## src/rtl/noc_stream_injector.sv

```systemverilog
// noc_stream_injector
// Streams a programmed SRAM address range into fixed-length NoC packets.
// Each packet is steered round-robin to a free mapper on a per-mapper VC,
// and every flit consumes one downstream credit on that VC at issue time.
// SRAM reads have one cycle of latency; flits leave one cycle after the
// read data arrives, so an issue at cycle t shows up on flit_out at t+2.
module noc_stream_injector #(
    parameter int DATA_WIDTH       = 32,
    parameter int ADDR_WIDTH       = 10,
    parameter int NUM_MAPPERS      = 4,
    parameter int DEST_BITS        = 2,
    parameter int MAPPER_PORT_BASE = 0,
    parameter int NUM_VCS          = 2,
    parameter int VC_BITS          = 1,
    parameter int CREDITS_PER_VC   = 4,
    parameter int PKT_LEN          = 8
) (
    input  logic                                      CLK,
    input  logic                                      RST,
    input  logic                                      start,
    input  logic [ADDR_WIDTH-1:0]                     base_addr,
    input  logic [ADDR_WIDTH:0]                       num_words,
    output logic                                      busy,
    output logic                                      done,
    output logic                                      sram_en,
    output logic [ADDR_WIDTH-1:0]                     sram_addr,
    input  logic [DATA_WIDTH-1:0]                     sram_rdata,
    input  logic [NUM_MAPPERS-1:0]                    mapper_free,
    output logic [2+DEST_BITS+VC_BITS+DATA_WIDTH-1:0] flit_out,
    input  logic [VC_BITS:0]                          get_credit,
    output logic                                      en_get_credit,
    output logic                                      cred_err
);
    localparam int FW  = 2 + DEST_BITS + VC_BITS + DATA_WIDTH;
    localparam int CW  = $clog2(CREDITS_PER_VC + 1);
    localparam int PCW = (PKT_LEN > 1) ? $clog2(PKT_LEN) : 1;
    localparam int MW  = (NUM_MAPPERS > 1) ? $clog2(NUM_MAPPERS) : 1;

    localparam logic [CW-1:0]         CRED_MAX = CW'(CREDITS_PER_VC);
    localparam logic [CW-1:0]         CRED_ONE = CW'(1);
    localparam logic [PCW-1:0]        PKT_LAST = PCW'(PKT_LEN - 1);
    localparam logic [ADDR_WIDTH:0]   WL_ZERO  = {(ADDR_WIDTH+1){1'b0}};
    localparam logic [ADDR_WIDTH:0]   WL_ONE   = {{ADDR_WIDTH{1'b0}}, 1'b1};
    localparam logic [ADDR_WIDTH-1:0] ADDR_ONE = {{(ADDR_WIDTH-1){1'b0}}, 1'b1};

    typedef enum logic [1:0] {
        ST_IDLE   = 2'd0,
        ST_SELECT = 2'd1,
        ST_STREAM = 2'd2,
        ST_DRAIN  = 2'd3
    } state_t;

    state_t                 state_q, state_d;
    logic [ADDR_WIDTH-1:0]  addr_q, addr_d;
    logic [ADDR_WIDTH:0]    words_left_q, words_left_d;
    logic [PCW-1:0]         pkt_cnt_q, pkt_cnt_d;
    logic [MW-1:0]          rr_q, rr_d;
    logic [DEST_BITS-1:0]   dest_q, dest_d;
    logic [VC_BITS-1:0]     vc_q, vc_d;
    logic [CW-1:0]          credit_q [NUM_VCS];
    logic [CW-1:0]          credit_d [NUM_VCS];
    logic                   cred_err_q, cred_err_d;
    logic                   busy_q, busy_d;
    logic                   done_q, done_d;
    logic                   p1_valid_q, p1_tail_q;
    logic [DEST_BITS-1:0]   p1_dest_q;
    logic [VC_BITS-1:0]     p1_vc_q;
    logic [FW-1:0]          flit_q;

    logic                   sel_found_s;
    logic [MW-1:0]          sel_idx_s;
    logic [DEST_BITS-1:0]   sel_dest_s;
    logic [VC_BITS-1:0]     sel_vc_s;
    logic [NUM_VCS-1:0]     vc_sel_s, vc_ok_s, ret_hit_s;
    logic                   credit_avail_s;
    logic                   issue_s;
    logic                   tail_s;

    // Mapper index reached by stepping 'step' places past the RR pointer.
    function automatic logic [MW-1:0] rr_cand(input logic [MW-1:0] ptr, input int step);
        int sum;
        sum = (int'(ptr) + step) % NUM_MAPPERS;
        return MW'(sum);
    endfunction

    // Round-robin search for the first free mapper after the pointer.
    always_comb begin
        sel_found_s = 1'b0;
        sel_idx_s   = rr_q;
        for (int k = 1; k <= NUM_MAPPERS; k++) begin
            if (!sel_found_s && mapper_free[rr_cand(rr_q, k)]) begin
                sel_found_s = 1'b1;
                sel_idx_s   = rr_cand(rr_q, k);
            end else begin
                sel_idx_s   = sel_idx_s;
            end
        end
        sel_dest_s = DEST_BITS'(MAPPER_PORT_BASE + int'(sel_idx_s));
        sel_vc_s   = VC_BITS'(int'(sel_idx_s) % NUM_VCS);
    end

    // Per-VC decode of the active VC, credit availability and credit returns.
    always_comb begin
        vc_sel_s  = '0;
        vc_ok_s   = '0;
        ret_hit_s = '0;
        for (int v = 0; v < NUM_VCS; v++) begin
            vc_sel_s[v]  = (vc_q == VC_BITS'(v));
            vc_ok_s[v]   = (credit_q[v] != {CW{1'b0}});
            // credit_vc values at or beyond NUM_VCS match no lane and are dropped
            ret_hit_s[v] = get_credit[VC_BITS] && (get_credit[VC_BITS-1:0] == VC_BITS'(v));
        end
        credit_avail_s = |(vc_sel_s & vc_ok_s);
        tail_s = (pkt_cnt_q == PKT_LAST) || (words_left_q == WL_ONE);
    end

    // FSM state register.
    always_ff @(posedge CLK or posedge RST) begin
        if (RST) begin
            state_q <= ST_IDLE;
        end else begin
            state_q <= state_d;
        end
    end

    // FSM next-state logic.
    always_comb begin
        state_d = state_q;
        case (state_q)
            ST_IDLE: begin
                if (start && (num_words != WL_ZERO)) begin
                    state_d = ST_SELECT;
                end else begin
                    state_d = ST_IDLE;
                end
            end
            ST_SELECT: begin
                if (sel_found_s) begin
                    state_d = ST_STREAM;
                end else begin
                    state_d = ST_SELECT;
                end
            end
            ST_STREAM: begin
                if (issue_s && tail_s) begin
                    state_d = (words_left_q != WL_ONE) ? ST_SELECT : ST_DRAIN;
                end else begin
                    state_d = ST_STREAM;
                end
            end
            ST_DRAIN: begin
                if (p1_valid_q) begin
                    state_d = ST_IDLE;
                end else begin
                    state_d = ST_DRAIN;
                end
            end
            default: state_d = ST_IDLE;
        endcase
    end

    // FSM outputs: read issue, and next values of busy/done.
    always_comb begin
        issue_s = 1'b0;
        done_d  = 1'b0;
        busy_d  = busy_q;
        case (state_q)
            ST_IDLE: begin
                if (start && (num_words == WL_ZERO)) begin
                    done_d = 1'b1;
                    busy_d = 1'b0;
                end else if (start) begin
                    busy_d = 1'b1;
                end else begin
                    busy_d = 1'b0;
                end
            end
            ST_SELECT: busy_d = 1'b1;
            ST_STREAM: begin
                busy_d  = 1'b1;
                issue_s = (words_left_q != WL_ZERO) && credit_avail_s;
            end
            ST_DRAIN: begin
                if (p1_valid_q) begin
                    done_d = 1'b1;
                    busy_d = 1'b0;
                end else begin
                    busy_d = 1'b1;
                end
            end
            default: begin
                issue_s = 1'b0;
                busy_d  = 1'b0;
            end
        endcase
    end

    // Transfer bookkeeping: address, remaining words, packet position, routing.
    always_comb begin
        addr_d       = addr_q;
        words_left_d = words_left_q;
        pkt_cnt_d    = pkt_cnt_q;
        rr_d         = rr_q;
        dest_d       = dest_q;
        vc_d         = vc_q;
        if ((state_q == ST_IDLE) && start) begin
            addr_d       = base_addr;
            words_left_d = num_words;
        end else if ((state_q == ST_SELECT) && sel_found_s) begin
            rr_d      = sel_idx_s;
            dest_d    = sel_dest_s;
            vc_d      = sel_vc_s;
            pkt_cnt_d = {PCW{1'b0}};
        end else if (issue_s) begin
            addr_d       = addr_q + ADDR_ONE;
            words_left_d = words_left_q - WL_ONE;
            pkt_cnt_d    = pkt_cnt_q + PCW'(1);
        end else begin
            addr_d = addr_q;
        end
    end

    // Credit counters: reserve on issue, refill on return, saturate and flag overflow.
    always_comb begin
        cred_err_d = cred_err_q;
        for (int v = 0; v < NUM_VCS; v++) begin
            credit_d[v] = credit_q[v];
            if (ret_hit_s[v] && !(issue_s && vc_sel_s[v])) begin
                if (credit_q[v] == CRED_MAX) begin
                    cred_err_d = 1'b1;
                end else begin
                    credit_d[v] = credit_q[v] + CRED_ONE;
                end
            end else if (!ret_hit_s[v] && issue_s && vc_sel_s[v]) begin
                credit_d[v] = credit_q[v] - CRED_ONE;
            end else begin
                credit_d[v] = credit_q[v];
            end
        end
    end

    // Datapath and credit state registers.
    always_ff @(posedge CLK or posedge RST) begin
        if (RST) begin
            addr_q       <= {ADDR_WIDTH{1'b0}};
            words_left_q <= WL_ZERO;
            pkt_cnt_q    <= {PCW{1'b0}};
            rr_q         <= MW'(NUM_MAPPERS - 1);
            dest_q       <= {DEST_BITS{1'b0}};
            vc_q         <= {VC_BITS{1'b0}};
            cred_err_q   <= 1'b0;
            busy_q       <= 1'b0;
            done_q       <= 1'b0;
            for (int v = 0; v < NUM_VCS; v++) begin
                credit_q[v] <= CRED_MAX;
            end
        end else begin
            addr_q       <= addr_d;
            words_left_q <= words_left_d;
            pkt_cnt_q    <= pkt_cnt_d;
            rr_q         <= rr_d;
            dest_q       <= dest_d;
            vc_q         <= vc_d;
            cred_err_q   <= cred_err_d;
            busy_q       <= busy_d;
            done_q       <= done_d;
            for (int v = 0; v < NUM_VCS; v++) begin
                credit_q[v] <= credit_d[v];
            end
        end
    end

    // Read pipeline: carry flit header alongside the outstanding SRAM read,
    // then assemble the flit when the read data returns.
    always_ff @(posedge CLK or posedge RST) begin
        if (RST) begin
            p1_valid_q <= 1'b0;
            p1_tail_q  <= 1'b0;
            p1_dest_q  <= {DEST_BITS{1'b0}};
            p1_vc_q    <= {VC_BITS{1'b0}};
            flit_q     <= {FW{1'b0}};
        end else begin
            p1_valid_q <= issue_s;
            if (issue_s) begin
                p1_tail_q <= tail_s;
                p1_dest_q <= dest_q;
                p1_vc_q   <= vc_q;
            end else begin
                p1_tail_q <= p1_tail_q;
            end
            if (p1_valid_q) begin
                flit_q <= {1'b1, p1_tail_q, p1_dest_q, p1_vc_q, sram_rdata};
            end else begin
                flit_q[FW-1] <= 1'b0;
            end
        end
    end

    assign busy          = busy_q;
    assign done          = done_q;
    assign sram_en       = issue_s;
    assign sram_addr     = addr_q;
    assign flit_out      = flit_q;
    assign en_get_credit = 1'b1;
    assign cred_err      = cred_err_q;

endmodule

```

## config.mk

```make
export PLATFORM = sky130hd
export DESIGN_NAME = noc_stream_injector
export DESIGN_NICKNAME = d
export VERILOG_FILES = /design/src/rtl/noc_stream_injector.sv
export SDC_FILE = /design/constraint.sdc
export NUM_CORES = 1
export LEC_CHECK = 0
export ABC_CLOCK_PERIOD_IN_PS = 3500
export CAP_MARGIN = 40
export CORE_MARGIN = 2
export CORE_UTILIZATION = 48
export DETAILED_ROUTE_END_ITERATION = 8
export MAX_ROUTING_LAYER = met4
export PLACE_DENSITY_LB_ADDON = 0.08
export SYNTH_ARGS = -nofsm -noshare
export SYNTH_HDL_FRONTEND = slang
export SYNTH_SLANG_ARGS = --single-unit
```

## constraint.sdc

```tcl
create_clock -name CLK -period 3.5 [get_ports CLK]
set_clock_uncertainty 0.15 [all_clocks]
set_input_delay 0.525 -clock CLK [delete_from_list [all_inputs] [get_ports CLK]]
set_output_delay 0.525 -clock CLK [all_outputs]
set_load 0.03 [all_outputs]
```

==> impl_metrics.ini, run 1 <==
[outcome]
status = finished, final reports clean

[worst_setup_path]
path_cells = inv_1, ha_1, nor3b_2, nand3_2, nand2b_1, inv_1, clkdlybuf4s50_1
critical_path_class = register to primary output
required_ns = 2.82
crit_path_end_kind = primary output
crit_fanout = 9
reg2reg_depth = 9
cpMaxStageDelayCell = clkdlybuf4s50_1
start_kind = register
critPathMaxStageDelay_ns = 0.63
regToRegStartpoint = words_left_q[1]
cpMostUsedCell = inv_1
worstReg2RegEnd = credit_q[5]
cp.arrival_ns = 2.56
reg2reg_slack_ns = 0.63

[sta]
slew_viol_final = 0
hold_viol_final = 0
tightest_slew_ns = 0.841
min_period_ns = 3.24
rsz0062_at_grt = no
finalSetupViolCount = 0
tns_ns = 0
slew_headroom = 0.434
finalCritPeriodShare = 0.925
clock.fmax_mhz = 309

[clocking]
clock_sinks = 79
insertion_delay_ns = 0.35
cts_buffers = 9
tritoncts = yes
cts-htree-levels = 3
cts_root_buf = clkbuf_8
clk_path_buf_depth = 2
cts_setup_buffers = 0
ctsResizeCount = 0
holdBufCountCts = 0
clkTransAtPathRegs_ns = 0.08

[power_and_ir_drop]
peakVddDrop_mv = 0.227
fin_total_pwr_mw = 1.90
power.density_mw_per_mm2 = 359
cellLeakagePower_nw = 2.33

[logic_synthesis]
yosys.area_share.simple = 0.157
ys_ff_latch = 79
netlist.area_leader.share = 0.485
synth_compound_area_frac = 0.107
synth_nets = 422
synthAdderAreaFrac = 0.0427
synth_top_family_by_area = simple AND/OR/NAND/NOR gates
postSynth.asyncResetShare = 1.00
synth-seq-area-share = 0.513
syn_inst = 348
synth.distinct_cells = 53
synthTopCellsByArea = dfrtp_1 (49%), mux2_2 (11%), ha_1 (3.2%), dfstp_2 (2.7%), o21ai_0 (2.3%)
synthMuxAreaShare = 0.118
synth-edff-count = 0
synth_top_area_cell = dfrtp_1
netlist_top_cells_count = dfrtp_1 (75), mux2_2 (38), nor2_1 (23)
synth_most_common_cell = dfrtp_1
syn_area_mm2 = 0.00387
synth_area_per_cell_um2 = 11.1
ys.flop_type = dfrtp_1
synth_xor_area_frac = 0.0362
yosysWarnings = 0

[route]
num_vias = 2982
drc = 0
dr.pass1.iters = 4
viasPerCell = 5.26
wl_per_cell_um = 14.9
detail-route-antenna-nets = 0
drt_wl_total_mm = 8.45
drt_iter0_markers = 84

[placement]
dp_hpwl_mm = 6.26
gp_congestion = 0.806
portBuffers = 112

[grt]
grt_pass1_vias = 3012
overflow = 0
grt_max_degree = 48
track_usage = 0.211
antenna_found_initial = 0
grt_pass1_wl_mm = 14.1

[cells_and_area]
antenna_cells = 0
fin_nets = 534
drive_above_1_share = 0.151
syn2layout_area_growth_pct = 36.7

[die]
initial_core_util = 0.498
rows = 32
die_h_um = 93.7
die-area_mm2 = 0.00879
io_pins = 114
core_mm2 = 0.00777
die_w_um = 93.7

[min_path]
hold_path_depth = 2
hp-start = dest_q[1]
hold_end = p1_dest_q[1]
hp-class = register to register

[job]
maxCapViolCount = 0
## power by group
group	internal (mW)	leakage (nW)	total [mW]	switching, mW
clock network	0.330	0.0895	0.663	0.332
registers	0.952	1.06	1.00	0.0502
logic	0.134	1.18	0.230	0.0965
## critical path: cells and delay by family, from the launching register on
kind,cells,cell delay (ns)
fa+ha+maj,1,0.19
flops,1,0.41
buf+inv,3,0.85
simple gates,3,0.76
## how the worst max path moves through the flow
stage	start	endpoint	slack, ns	cells past startpoint
after floorplan	RST	busy	0.81	1
after global placement	words_left_q[0]	sram_en	0.49	7
after detailed placement	words_left_q[0]	sram_en	0.42	7
after CTS	words_left_q[1]	sram_en	0.03	7
after global routing	words_left_q[0]	sram_en	0.06	7
final	words_left_q[1]	sram_en	0.26	7
## cells in the final DEF, fill, tap and decap left out, types with 3 or more instances in the layout
master	instances
dfstp_2	4
ha_1	10
clkbuf_8	9
or3_1	6
inv_1	8
mux2_2	38
clkdlybuf4s50_1	112
o21ai_1	4
o21a_1	3
a21o_1	3
a21oi_1	15
nand2_1	22
nor2b_1	6
nand2b_1	5
nand4_1	6
and3_1	3
mux2i_1	3
nor3b_1	3
nor3_1	9
o21ai_0	18
xnor2_1	10
dfrtp_1	75
nand3_1	6
a31oi_1	3
nor2_1	23
xor2_1	6
nor4_1	8
and4_1	3
## per-stage QoR
stage | util | instance area, um2 | cells | hold WS [ns] | worst slack, ns
after floorplan | - | 3870 | 348 | 0.202 | 0.808
after global placement | 0.655 | 5090 | 551 | 0.306 | 0.495
after detailed placement | 0.655 | 5090 | 551 | 0.318 | 0.424
after CTS | 0.679 | 5280 | 567 | 0.335 | 0.0333
after global routing | 0.681 | 5290 | 567 | 0.364 | 0.0586
final | 0.681 | 5290 | 567 | 0.328 | 0.261
## logic make-up (layout without fill, tap and decap cells)
kind of cell / after synthesis / after routing
AOI/OAI and AO/OA: 63 / 63
xor gates and xnor gates: 16 / 16
adders and majority gates: 12 / 12
buffers and inverters: 23 / 140
DFF: 79 / 79
muxes: 41 / 41
other: 1 / 1
and+or+nand+nor: 113 / 113
## layout make-up
type,count,area (um2)
Inverter,9,33.8
Timing Repair Buffer,115,1160
Fill cell,605,2480
Tap cell,102,128
Multi-Input combinational cell,246,1800
Clock inverter,5,58.8
Sequential cell,79,1980
Clock buffer,11,131
## registers in the layout (all words and copies together), names as in the netlist
name and flops:
busy 1, cred_err 1, credit_q 6, dest_q 2, done 1, flit_out 36, p1_dest_q 2, p1_tail_q 1
p1_valid_q 1, pkt_cnt_q 3, rr_q 2, sram_addr 10, state_q 2, words_left_q 11
## metal layers
| metal | global-route usage | vias to the layer above | routed length [um] |
|---|---|---|---|
| met2 | 0.346 | 75 | 4120 |
| met4 | 0.0652 | 0 | 125 |
| met5 | - | - | 0 |
| met1 | 0.262 | 1414 | 3790 |
| met3 | 0.0482 | 13 | 417 |
| li1 | - | 1480 | - |
No activity file was read; power rests on OpenSTA's default activity.
==> run 2, diff against run 1 <==
- CTS_CLUSTER_SIZE: not set -> 10
==> results of run 2 <==
Same layout as run 1: the final DEF is identical, and so are final timing and power.
==> patch 1 (flow settings as in run 2) <==
The parameter `CREDITS_PER_VC` goes from 4 to 2.
--- a/src/rtl/noc_stream_injector.sv
+++ b/src/rtl/noc_stream_injector.sv
@@ -12,7 +12,7 @@
     parameter int MAPPER_PORT_BASE = 0,
     parameter int NUM_VCS          = 2,
     parameter int VC_BITS          = 1,
-    parameter int CREDITS_PER_VC   = 4,
+    parameter int CREDITS_PER_VC   = 2,
     parameter int PKT_LEN          = 8
 ) (
     input  logic                                      CLK,
Check against the original RTL: not settled (the Yosys comparison gave no result); the edit may change what the design does.
==> patch 1 against run 2 <==
Setup slack worse by 0.070 ns; first-iteration DRC count increased by 13%; total power is 1.9% lower; area after synthesis is 3.8% lower; global-route usage fell by 0.32 points; sequential cell count decreased by 2; hold slack better by 0.0035 ns; via count is 1.7% lower; die area is 3.6% lower; final cell count decreased by 0.53%; utilization is essentially flat; wire length shrank 4.6%; count of clock-buffer cells in the layout down 1; design area shrank 2.1%; largest power group unchanged.
==> patch 1: results (changes against run 2) <==
outcome = complete, no violations (unchanged)
GRT Overall Usage = 20.8% (was 21.1%)
Detailed Route WL = 8.06 mm (was 8.45 mm)
via count of the first global-routing pass = 2,960 (was 3,012)
worst vdd ir = 0.270 mV (was 0.227 mV)
synthesized net count = 412 (was 422)
first-pass GRT wire length = 13.7 mm (was 14.1 mm)
CP Max Fanout = 6 (was 9)
post-cts gate resize count = 0 (unchanged)
Synth Flop Type = dfrtp_1 (unchanged)
CTS Buffer Depth = 2 (unchanged)
Post-synth top cells = 73 x dfrtp_1, 37 x mux2_2, 36 x nand2_1 (was 75 x dfrtp_1, 38 x mux2_2, 23 x nor2_1)
Worst Hold Depth = 1 (was 2)
synth unique cells = 52 (was 53)
Layout fillers = 592 (was 605)
max_cap viols = 0 (unchanged)
RD Place Congestion = 0.840 (was 0.806)
hpwl dp = 5.95 mm (was 6.26 mm)
layout cells sized above 1 = 16.5% (was 15.1%)
sequential fraction of the synthesis area = 51.9% (was 51.3%)
Setup Fix Bufs, Post-CTS = 0 (unchanged)
1st-iter DRT viols = 95 (was 84)
DR WL/cell = 14.3 µm (was 14.9 µm)
Leak = 2.25 nW (was 2.33 nW)
Rel. slew slack = 59.5% (was 43.4%)
top cells by area, synth = dfrtp_1 49%, mux2_2 11%, xnor2_1 4.2% (was dfrtp_1 49%, mux2_2 11%, ha_1 3.2%)
largest net degree at the start of global routing = 43 (was 48)
via count = 2,930 (was 2,982)
P_sw = 0.000441 W (was 0.000479 W)
delay-heaviest family, CP = simple AND/OR/NAND/NOR gates (was buffers and inverters)
Final nets = 529 (was 534)
clock buffer count from CTS = 9 (unchanged)
clk slew on worst S/H paths = 0.08 ns (about the same)
syn avg cell area = 10.9 µm² (was 11.1 µm²)
Largest stage delay, worst path = 0.59 ns (was 0.63 ns)
FF-to-FF path depth = 6 (was 9)
Cells after DPL = 548 (was 551)
CP Data Arrival Time = 2.63 ns (was 2.56 ns)
[patch 1: cell count changes after synthesis, sizes merged, moves of 4 or more]
cell | before | now
nand4 | 6 | 2
inv | 9 | 13
xor2 | 6 | 0
nor2b | 6 | 2
xnor2 | 10 | 18
nor2 | 23 | 17
nor4 | 8 | 14
nand2 | 22 | 36
[patch 1: path summary, 6_finish.rpt]
path	start	endpoint	slack, ns
worst max-delay path	words_left_q[6]	sram_en	0.19
worst max register to register	words_left_q[6]	pkt_cnt_q[0]	1.13
worst min-delay path	cred_err	cred_err	0.33
max in group asynchronous	RST	rr_q[1]	2.34
min in group asynchronous	RST	flit_out[20]	0.45
worst min register to register	cred_err	cred_err	0.33
[patch 1: per-stage QoR]
| step | worst slack (ns) | hold WS, ns | area, µm² |
|---|---|---|---|
| 3_5_place_dp | 0.544 | 0.325 | 4960 |
| 4_1_cts | 0.166 | 0.338 | 5180 |
| 6_report | 0.191 | 0.331 | 5180 |
| 3_3_place_gp | 0.598 | 0.298 | 4960 |
| 5_1_grt | 0.0930 | 0.365 | 5180 |
| 2_1_floorplan | 0.865 | 0.220 | 3720 |
[patch 1: cell type report]
class | instances | area (µm²) | share of cell area (%)
tap | 102 | 128 | 2.47
timing repair buffer | 119 | 1170 | 22.7
multi-input combinational | 237 | 1680 | 32.4
sequential | 77 | 1930 | 37.3
inverter | 13 | 48.8 | 0.943
clock buffer | 10 | 128 | 2.47
clock inverter | 6 | 87.6 | 1.69
[patch 1: metal layers]
| metal | share of wire [%] | track usage (%) |
|---|---|---|
| met5 | 0 | - |
| met4 | 0.98 | 6.22 |
| met3 | 3.6 | 4.11 |
| met2 | 50 | 33.5 |
| met1 | 46 | 26.9 |
[patch 1: cell families after synthesis]
group | share of synthesized area, %
simple gates | 16.0
flops | 51.9
compound gates | 9.96
mux | 11.5
buf+inv | 2.93
xor+xnor | 4.24
fa+ha+maj | 3.36
other cells | 0.101
[patch 1: power by group through the flow]
stage               clock [W]  sequential, W  combinational (W)
global placement            0       0.000966           0.000177
floorplan                   0       0.000966          0.0000755
global route         0.000786       0.000957           0.000200
detailed placement          0       0.000969           0.000182
finish               0.000726       0.000953           0.000181
CTS                  0.000748       0.000951           0.000183
==> patch 2 (flow settings as in run 2) <==
Made on the original files. Put one more register stage on the output `cred_err`, with the module's reset. The value now appears one clock later. The other outputs are not delayed to match.
--- a/src/rtl/noc_stream_injector.sv
+++ b/src/rtl/noc_stream_injector.sv
@@ -302,7 +302,13 @@
     assign sram_addr     = addr_q;
     assign flit_out      = flit_q;
     assign en_get_credit = 1'b1;
-    assign cred_err      = cred_err_q;
+    always_ff @(posedge CLK or posedge RST) begin
+        if (RST) begin
+            cred_err <= '0;
+        end else begin
+            cred_err <= cred_err_q;
+        end
+    end
 
 endmodule
 
Check against the original RTL: not settled (the Yosys comparison gave no result); the edit may change what the design does.
==> patch 2 against run 2 <==
Area after synthesis grew 1.2%; via count grew 2.0%; critical path type unchanged; setup slack gained 0.33 ns; largest power group unchanged; register-to-register slack gained 0.16 ns; die area grew 1.2%; clock power grew 15%; critical path depth shrank 2; total power grew 0.84%; sequential cell count grew 1; highest routed layer unchanged; global-route usage grew 0.72 points; design area grew 1.9%; wire length grew 3.5%.
==> patch 2: results (changes against run 2) <==
layout cells sized above 1 = 16.4% (was 15.1%)
Worst path slowest cell = nor4_2 (was clkdlybuf4s50_1)
worst vdd ir = 0.241 mV (was 0.227 mV)
multi-input combinational area share = 33.2% (was 34.0%)
P per Cell Area = 355 nW/µm² (was 359 nW/µm²)
outcome = complete, no violations (unchanged)
1st-iter DRT viols = 123 (was 84)
CP Max Fanout = 8 (was 9)
Core ar. = 7810 µm² (was 7770 µm²)
Synth top area share = 48.6% (was 48.5%)
fin cells = 579 (was 567)
hpwl dp = 6.34 mm (was 6.26 mm)
via count of the first global-routing pass = 3,121 (was 3,012)
Seq pwr share = 50.7% (was 52.9%)
post-synthesis mux area share = 12.0% (was 11.8%)
P_sw = 0.000417 W (was 0.000479 W)
Logic pwr share = 9.5% (was 12.1%)
Buffers, non-clock = 120 (was 115)
buffer share of cell area = 22.2% (was 21.9%)
delay-heaviest family, CP = simple AND/OR/NAND/NOR gates (was buffers and inverters)
Final nets = 546 (was 534)
Post-DP Area = 5160 µm² (was 5090 µm²)
wl on met1 = 3.78 mm (was 3.79 mm)
CP Data Arrival Time = 2.24 ns (was 2.56 ns)
Largest stage delay, worst path = 0.47 ns (was 0.63 ns)
Leak = 2.37 nW (was 2.33 nW)
Post-synth top cells = 76 x dfrtp_1, 38 x mux2_2, 34 x nand2_1 (was 75 x dfrtp_1, 38 x mux2_2, 23 x nor2_1)
met1 Resource Use GR = 26.8% (was 26.2%)
first-pass GRT wire length = 14.6 mm (was 14.1 mm)
largest net degree at the start of global routing = 45 (was 48)
post-route cell area = 5390 µm² (was 5290 µm²)
HP Class = input pin to asynchronous set/reset pin (was flip-flop to flip-flop)
RD Place Congestion = 0.858 (was 0.806)
# clk buffers = 13 (was 11)
xor and xnor fraction of the mapped netlist area = 4.25% (was 3.62%)
first-pass iteration count of the detailed router = 6 (was 4)
Global Route met3 Usage = 6.58% (was 4.82%)
Synth Area in Adders = 4.22% (was 4.27%)
fraction of area in registers = 37.2% (was 37.5%)
GRT Overall Usage = 21.8% (was 21.1%)
metal2 WL = 4.31 mm (was 4.12 mm)
==> patch 2: cell types whose count changed after synthesis, moves of 3 or more <==
cell / change
nor3b_1: -3
a21oi_1: -3
a31oi_1: -3
xnor2_1: +9
xor2_1: -6
nor3_1: +10
o21ai_1: -4
nand2_1: +12
==> patch 2: worst register-to-register path: stages (launching register included) <==
cell and delay (ns):
dfrtp_1 0.42, or3_4 0.39, o41a_1 0.49, nor2_2 0.15
inv_2 0.07, fa_1 0.42, mux2_2 0.31, a211oi_2 0.22
==> patch 2: final timing paths <==
check	startpoint	slack, ns	endpoint
worst max-delay path	words_left_q[6]	0.59	sram_en
worst min-delay path	RST	0.22	flit_out[24]
worst max register to register	words_left_q[6]	0.79	credit_q[2]
worst min register to register	cred_err_q	0.23	cred_err
max in group asynchronous	RST	2.22	flit_out[26]
min in group CLK	cred_err_q	0.23	cred_err
